**src/rtl/noc_pkg.sv**
```systemverilog
// Shared NoC router types: output-port codes and flit destination layout.
package noc_pkg;

    typedef enum logic [2:0] {
        PORT_NORTH = 3'd0,
        PORT_SOUTH = 3'd1,
        PORT_EAST  = 3'd2,
        PORT_WEST  = 3'd3,
        PORT_LOCAL = 3'd4,
        PORT_NONE  = 3'd7
    } port_e;

    localparam int COORD_W = 4;

    // Field offsets measured down from the flit MSB.
    localparam int DEST_X_OFS = 0;
    localparam int DEST_Y_OFS = COORD_W;

endpackage

```
**src/rtl/noc_xy_route.sv**
```systemverilog
// Dimension-ordered XY routing decision for one destination.
module noc_xy_route
    import noc_pkg::*;
(
    input  logic [COORD_W-1:0] dest_x,
    input  logic [COORD_W-1:0] dest_y,
    input  logic [COORD_W-1:0] my_x,
    input  logic [COORD_W-1:0] my_y,
    output port_e              route
);

    logic x_gt;
    logic x_lt;
    logic y_gt;
    logic y_lt;

    assign x_gt = dest_x > my_x;
    assign x_lt = dest_x < my_x;
    assign y_gt = dest_y > my_y;
    assign y_lt = dest_y < my_y;

    // X is resolved fully before Y; terms are made mutually exclusive.
    always_comb begin
        route = PORT_LOCAL;
        unique case (1'b1)
            x_gt:                 route = PORT_EAST;
            x_lt:                 route = PORT_WEST;
            (!x_gt && !x_lt && y_gt): route = PORT_NORTH;
            (!x_gt && !x_lt && y_lt): route = PORT_SOUTH;
            default:              route = PORT_LOCAL;
        endcase
    end

endmodule

```
**src/rtl/noc_input_buffer.sv**
```systemverilog
// Router input-port flit FIFO with head-flit XY route and credit return.
module noc_input_buffer
    import noc_pkg::*;
#(
    parameter int FLIT_W = 32,
    parameter int DEPTH  = 4,
    parameter int MY_X   = 0,
    parameter int MY_Y   = 0
) (
    input  logic                     clk,
    input  logic                     rst_n,
    input  logic [FLIT_W-1:0]        flit_i,
    input  logic                     flit_valid_i,
    input  logic                     read_i,
    output logic [FLIT_W-1:0]        flit_o,
    output logic [2:0]               req_port_addr_o,
    output logic                     credit_en_o,
    output logic [$clog2(DEPTH):0]   count_o,
    output logic                     overflow_o
);

    localparam int PTR_W = $clog2(DEPTH);
    localparam int CNT_W = PTR_W + 1;
    localparam logic [CNT_W-1:0] FULL_CNT = CNT_W'(DEPTH);
    localparam logic [COORD_W-1:0] MY_X_C = COORD_W'(MY_X);
    localparam logic [COORD_W-1:0] MY_Y_C = COORD_W'(MY_Y);

    logic [FLIT_W-1:0] mem [DEPTH];
    logic [PTR_W-1:0]  wr_ptr;
    logic [PTR_W-1:0]  rd_ptr;
    logic [CNT_W-1:0]  count;
    logic              credit_q;
    logic              overflow_q;

    logic              empty;
    logic              full;
    logic              rd_en;
    logic              wr_en;
    logic              drop;
    logic [FLIT_W-1:0] head;
    logic [COORD_W-1:0] head_x;
    logic [COORD_W-1:0] head_y;
    port_e             head_route;

    assign empty = (count == '0);
    assign full  = (count == FULL_CNT);
    assign rd_en = read_i && !empty;
    // A full buffer still accepts a write when the head leaves this cycle.
    assign wr_en = flit_valid_i && (!full || rd_en);
    assign drop  = flit_valid_i && !wr_en;

    always_ff @(posedge clk or negedge rst_n) begin
        if (!rst_n) begin
            wr_ptr     <= '0;
            rd_ptr     <= '0;
            count      <= '0;
            credit_q   <= 1'b0;
            overflow_q <= 1'b0;
        end else begin
            if (wr_en)
                wr_ptr <= wr_ptr + 1'b1;
            if (rd_en)
                rd_ptr <= rd_ptr + 1'b1;
            if (wr_en && !rd_en)
                count <= count + 1'b1;
            else if (rd_en && !wr_en)
                count <= count - 1'b1;
            credit_q <= rd_en;
            if (drop)
                overflow_q <= 1'b1;
        end
    end

    always_ff @(posedge clk) begin
        if (wr_en)
            mem[wr_ptr] <= flit_i;
    end

    assign head   = mem[rd_ptr];
    assign head_x = head[FLIT_W-1-DEST_X_OFS -: COORD_W];
    assign head_y = head[FLIT_W-1-DEST_Y_OFS -: COORD_W];

    noc_xy_route u_route (
        .dest_x (head_x),
        .dest_y (head_y),
        .my_x   (MY_X_C),
        .my_y   (MY_Y_C),
        .route  (head_route)
    );

    assign flit_o          = head;
    assign req_port_addr_o = empty ? PORT_NONE : head_route;
    assign credit_en_o     = credit_q;
    assign count_o         = count;
    assign overflow_o      = overflow_q;

endmodule

```
**config.mk**
```make
export PLATFORM = sky130hd
export DESIGN_NAME = noc_input_buffer
export DESIGN_NICKNAME = d
export VERILOG_FILES = /design/src/rtl/noc_pkg.sv /design/src/rtl/noc_xy_route.sv /design/src/rtl/noc_input_buffer.sv
export SDC_FILE = /design/constraint.sdc
export NUM_CORES = 1
export LEC_CHECK = 0
export CORE_MARGIN = 5
export CORE_UTILIZATION = 51
export DETAILED_ROUTE_END_ITERATION = 7
export GPL_ROUTABILITY_DRIVEN = 1
export PLACE_DENSITY = 0.76
export RECOVER_POWER = 50
export SETUP_SLACK_MARGIN = 0.05
export SKIP_LAST_GASP = 1
export SLEW_MARGIN = 5
export SYNTH_ARGS = -nofsm -noshare
export SYNTH_HDL_FRONTEND = slang
export SYNTH_SLANG_ARGS = --single-unit
```
**constraint.sdc**
```tcl
create_clock -name clk -period 2.5 [get_ports clk]
set_input_delay 0.625 -clock clk [delete_from_list [all_inputs] [get_ports clk]]
set_output_delay 0.625 -clock clk [all_outputs]
set_load 0.03 [all_outputs]
```
==> flow_summary.toml, run 1 <==
[synthesis]
yosys_register_bits = 137
syn-instance-count = 212
synth_commonest_cells = "edfxtp_1, mux4_2, dfrtp_1"
yosys-top-cells-area = "edfxtp_1, mux4_2, dfrtp_1"
muxShareOfSynthArea_pct = 14.4
synth_top_area_share_pct = 74.7
synth_most_common_cell = "edfxtp_1"
ys_types = 24
ys_warn_count = 0
synth_flop_cell = "edfxtp_1"
synth_edf_count = 128
synth_compound_area_share_pct = 0.292
synth_top_family_by_area = "multiplexers"
syn_avg_cell_area_um2 = 24.3
synthAdderAreaFrac_pct = 1.61
yosys.area_share.simple_pct = 1.75
async_reset_ff_share_pct = 6.57
synth.cell_area_um2 = 5140
synth_xor_area_share_pct = 1.02
yosysTopAreaCell = "edfxtp_1"
ys_seq_area_share_pct = 79.1
syn_nets = 254

[setup_path]
r2r-end = "count_o[2]"
cp-end-kind = "output pin"
path_buf_inv = 3
cp_top_family = "multiplexers"
cp_common_cell = "buf_6"
worst_ep_required_time_ps = 1880
slowest_delay_ps = 540
path_cells = "buf_6, buf_6, mux4_2, nor4_2, a21o_1, buf_6"
r2r_slack_ps = 390
critPathMaxFanout = 3
crit_type = "flip-flop to output pin"
r2r_cells = 8
r2r_start = "count_o[1]"
arrival_ps = 2240
crit_slowest_cell = "mux4_2"
startpoint_type = "flip-flop"

[detailed_routing]
drtIter0Drc = 146
via_per_inst = 5.27
drc_errors = 0
wl_per_cell_um = 20.2
vias = 2531
ant_nets = 0
dr.pass1.iters = 4
wl_um = 9680

[clock_tree]
cts_buffers = 17
ctsLongestPathBuffers = 2
numClockSinks = 137
clock_latency_ps = 510
clk_pin_slew_ps = 60
hold_buffers = 0
cts_root_buffer = "clkbuf_8"
cts_tree = "yes"
cts_max_level = 4

[place]
placedCellCount = 432
hpwlAfterDp_um = 5640
placed_cell_area_um2 = 6210
gp_congestion = 0.713
port-buffer-count = 75

[hold_path]
holdPathStages = 1
hp-class = "flip-flop to flip-flop"
min_delay_worst_endpoint = "overflow_o"
worstHoldStart = "overflow_o"

[timing]
finalHoldViolCount = 0
setup_viol = 31
clock.fmax_ghz = 0.349
setup_ws_ps = -363
drv_slew = 0
rsz0062_at_grt = "true"
whs_ps = 465
finClkSkew_ps = 7.87
period_needed_ps = 2860
setup_tns_ps = -5300
maxSlewHeadroom_pct = 70.9
fin_crit_sh_pct = 115
worst_pin_slew_ps = 436

[grt]
grt_usage_pct = 16.7
antenna_found_initial = 1
overflow = 0
grt_pass1_wl_um = 15400
grt_max_degree = 33
grt_pass1_vias = 2757

[layout]
seqCellArea_um2 = 4070
multi_input_area_um2 = 995
final_cell_count_no_fill = 480
post-route-cell-area_um2 = 7050
fill_cells = 614
nets = 375
drive_above_1_share_pct = 41.6
fin_util_pct = 71.8
syn_to_final_growth_pct = 37.0

[power]
powerDensity_nw_per_um2 = 1350
p_int_mw = 6.42
power_switching_mw = 3.09
p_sw_share_pct = 32.5
leakage_nw = 2.49
vdd_drop_max_mv = 0.668
seqPwrFrac_pct = 33.9
comb_power_share_pct = 41.7
clockPowerShare_pct = 24.5

[floorplan]
die_y_um = 110
ios = 76
fp-row-count = 36
core_area_um2 = 9820
die_x_um = 110
initial_utilization_pct = 52.4
design.die.area_um2 = 12200

[run_status]
violations = "setup timing"
status = "finished, violations left"

[run]
maxCapViolations = 0
==> per-stage QoR <==
stage                     worst slack (ps)  total power [mW]
after floorplan                        163              5.36
after global placement                -100              6.66
after detailed placement              -111              6.70
after CTS                             -393              9.52
after global routing                  -442              9.95
final                                 -363              9.52
==> state kept, by name (all words and copies together), names as in the netlist <==
register / cells
mem: 128
count_o: 3
rd_ptr: 2
wr_ptr: 2
credit_en_o: 1
overflow_o: 1
==> kinds of logic after synthesis <==
family,Yosys count
AND/OR/NAND/NOR,13
XOR/XNOR,6
AO/OA/AOI/OAI,2
multiplexers,34
adder cells (fa/ha/maj),6
flip-flops,137
buffers and inverters,14
==> power groups by stage <==
stage	Sequential [mW]	Combinational (mW)	Clock [mW]
6_report	3.22	3.97	2.33
5_1_grt	3.27	4.20	2.49
4_1_cts	3.23	3.92	2.37
3_5_place_dp	3.26	3.44	0
3_3_place_gp	3.23	3.43	0
2_1_floorplan	3.27	2.09	0
==> per-layer routing <==
metal / part of all wire (%) / wire, um / track usage (%)
met1: 42 / 4050 / 20.6
met2: 52 / 5020 / 27.1
met3: 5.0 / 488 / 6.51
met4: 1.3 / 126 / 5.75
met5: 0 / 0 / 0
==> cell type report <==
type                            count  share of cell area, %
Timing Repair Buffer              111                   17.4
Clock inverter                     15                   2.20
Antenna cell                        1                 0.0355
Tap cell                          133                   2.36
Inverter                            5                  0.266
Sequential cell                   137                   57.8
Multi-Input combinational cell     61                   14.1
Clock buffer                       17                   5.88
==> how the worst max path moves through the flow <==
stage | from | endpoint | slack [ps] | cells past startpoint
2_1_floorplan | rd_ptr[0] | req_port_addr_o[2] | 160 | 4
3_3_place_gp | rd_ptr[0] | flit_o[18] | -100 | 4
3_5_place_dp | rd_ptr[0] | flit_o[15] | -110 | 4
4_1_cts | rd_ptr[0] | req_port_addr_o[2] | -390 | 5
5_1_grt | rd_ptr[0] | req_port_addr_o[2] | -440 | 5
6_report | rd_ptr[0] | req_port_addr_o[2] | -360 | 6
==> timing repair <==
action	CTS	global route
setup endpoints to repair	32	35
pin swaps	2	0
gates resized for setup	165	21
setup buffers	11	8
==> placed cells by master, fill, tap and decap left out, types with 2 or more instances in the layout <==
master / instances
clkinvlp_4: 6
mux4_2: 32
clkdlybuf4s50_1: 7
clkinv_4: 4
dfrtp_1: 7
xor2_1: 2
xnor2_1: 4
mux2_2: 2
inv_1: 5
buf_12: 9
clkinv_2: 3
edfxtp_1: 128
buf_4: 14
a21o_1: 2
clkbuf_16: 16
ha_1: 5
buf_8: 3
dfrtp_2: 2
bufinv_16: 2
nand2_1: 2
buf_6: 43
and2_2: 4
dlygate4sd3_1: 33
Power figures use the tool's default switching activity.
==> run 2: changes to the inputs <==
Settings changed: CTS_CLUSTER_DIAMETER set to 150.
==> results of run 2 <==
Final layout, timing and power as in run 1 (identical DEF).
==> run 3: changes to the inputs <==
Clock period 2.5 ns to 3.15 ns, I/O delays scaled along.
==> run 3 against run 2 <==
The flow now finishes without violations. Combinational power down 35%. Flip-flop and latch count did not move. Die area unchanged. Worst hold slack got worse by 1.1 ps. Total power down 26%. Clock power decreased by 18%. Clock skew is 0.82 ps lower. Via count shrank 4.0%. Sequential share of layout area rose by 2.6 points. Critical path type unchanged. Final cell count shrank 2.9%. Clock-buffer cell count up 2. Largest power group unchanged. Utilization fell by 3.1 points.
==> flow_summary.toml, run 3 (synthesized netlist as in run 1, its figures left out) <==
[run_status]
status = "finished clean"

[clock_tree]
ctsLongestPathBuffers = 2
cts_tree = "yes"
cts_root_buffer = "clkbuf_8"
cts_max_level = 4
cts_buffers = 17
clock_latency_ps = 510
numClockSinks = 137
clk_pin_slew_ps = 60

[power]
vdd_drop_max_mv = 0.623
powerDensity_nw_per_um2 = 1040
leakage_nw = 2.36
finalPower_mw = 7.02

[place]
place_ws_ps = 210
gp_congestion = 0.748
port-buffer-count = 75
hpwlAfterDp_um = 5730

[setup_path]
r2r_cells = 8
r2r_start = "count_o[1]"
arrival_ps = 2260
cp-end-kind = "output pin"
startpoint_type = "flip-flop"
crit_type = "flip-flop to output pin"
startpoint = "rd_ptr[0]"
critPathMaxFanout = 6
worst_ep_required_time_ps = 2360

[detailed_routing]
vias = 2431
wl_per_cell_um = 19.6
drtIter0Drc = 71
wl_um = 9140
ant_nets = 0
dr.pass1.iters = 4
drc_errors = 0
via_per_inst = 5.22

[timing]
setup_tns_ps = 0
period_needed_ps = 3050
finalHoldViolCount = 0
finClkSkew_ps = 7.05
fin_crit_sh_pct = 96.9
worst_pin_slew_ps = 796
maxSlewHeadroom_pct = 46.9
setup_ws_ps = 98.4
drv_slew = 0
setup_viol = 0
rsz0062_at_grt = "true"
clock.fmax_ghz = 0.328

[hold_path]
hp-class = "flip-flop to flip-flop"
holdPathStages = 1
worstHoldStart = "overflow_o"

[grt]
met3_usage_pct = 4.32
grtUsageMet1_pct = 19.6
antenna_found_initial = 1
grt_pass1_vias = 2712
overflow = 0
top_usage_layer = "met2"
use_met2_pct = 26.4
grt_max_degree = 23
grt_usage_pct = 15.8
grt_pass1_wl_um = 14700

[run]
maxCapViolations = 0

[layout]
mostFrequentLayoutCell = "edfxtp_1"
largest_reg_flops = 128
regMostFlops = "mem"
layout_common_cells = "edfxtp_1, dlygate4sd3_1, mux4_2"
nets = 360
fill_cells = 665
drive_above_1_share_pct = 26.9
seqCellArea_um2 = 4070
syn_to_final_growth_pct = 31.1
fin_util_pct = 68.7
multi_input_area_um2 = 1000

[floorplan]
fp-row-count = 36
design.die.area_um2 = 12200
initial_utilization_pct = 52.4
ios = 76
core_area_um2 = 9820
die_x_um = 110
die_y_um = 110
-- run 3: cell count changes in the layout (fill, tap and decap cells not counted), sizes merged --
cell	delta
clkdlybuf4s50	+4
bufinv	+1
diode	+1
clkinv	+2
buf	-51
clkbuf	+5
dlygate4sd3	+1
clkinvlp	-5
dlygate4sd2	+28
-- run 3: critical path, cell delays in order (launching register included) --
cell             delay (ps)
dfrtp_2                 440
buf_4                   150
mux4_2                  540
clkdlybuf4s50_1         620
-- run 3: final cells by class --
type | instances | share of cell area, %
clock buffers | 19 | 6.25
inverters | 5 | 0.278
diodes | 2 | 0.0742
clock inverters | 13 | 2.28
well taps | 133 | 2.47
multi-input cells | 61 | 14.9
flip-flops and latches | 137 | 60.4
repair buffers | 96 | 13.4
-- run 3: timing repair --
item	4_1_cts	5_1_grt
pin swaps	0	2
setup endpoints to repair	30	2
setup buffers	3	6
gates resized for setup	29	7
hold buffers	0	0
gates cloned	0	1
-- run 3: stage by stage --
step / hold slack [ps] / cells / cell area [um^2]
CTS: 467 / 457 / 6660
global route: 503 / 465 / 6740
detailed placement: 452 / 422 / 6100
global placement: 449 / 422 / 6100
finish: 464 / 466 / 6740
floorplan: 492 / 212 / 5140
-- run 3: path summary, 6_finish.rpt --
| path | end | slack, ps |
|---|---|---|
| setup / recovery | flit_o[29] | 100 |
| hold / removal | overflow_o | 460 |
| setup reg to reg | count_o[2] | 940 |
| hold reg to reg | overflow_o | 460 |
| max in group asynchronous | rd_ptr[1] | 2180 |
| min in group asynchronous | count_o[0] | 640 |
-- run 3: layer usage --
metal | part of all wire (%) | up-vias
met3 | 3.8 | 15
met2 | 52 | 63
met1 | 43 | 1254
li1 | - | 1099
met4 | 1.7 | 0
met5 | 0 | -
-- run 3: power breakdown --
group / total, mW / switching [mW] / internal, mW
Clock: 1.90 / 0.703 / 1.20
Combinational: 2.58 / 1.48 / 1.10
Sequential: 2.54 / 0.125 / 2.42
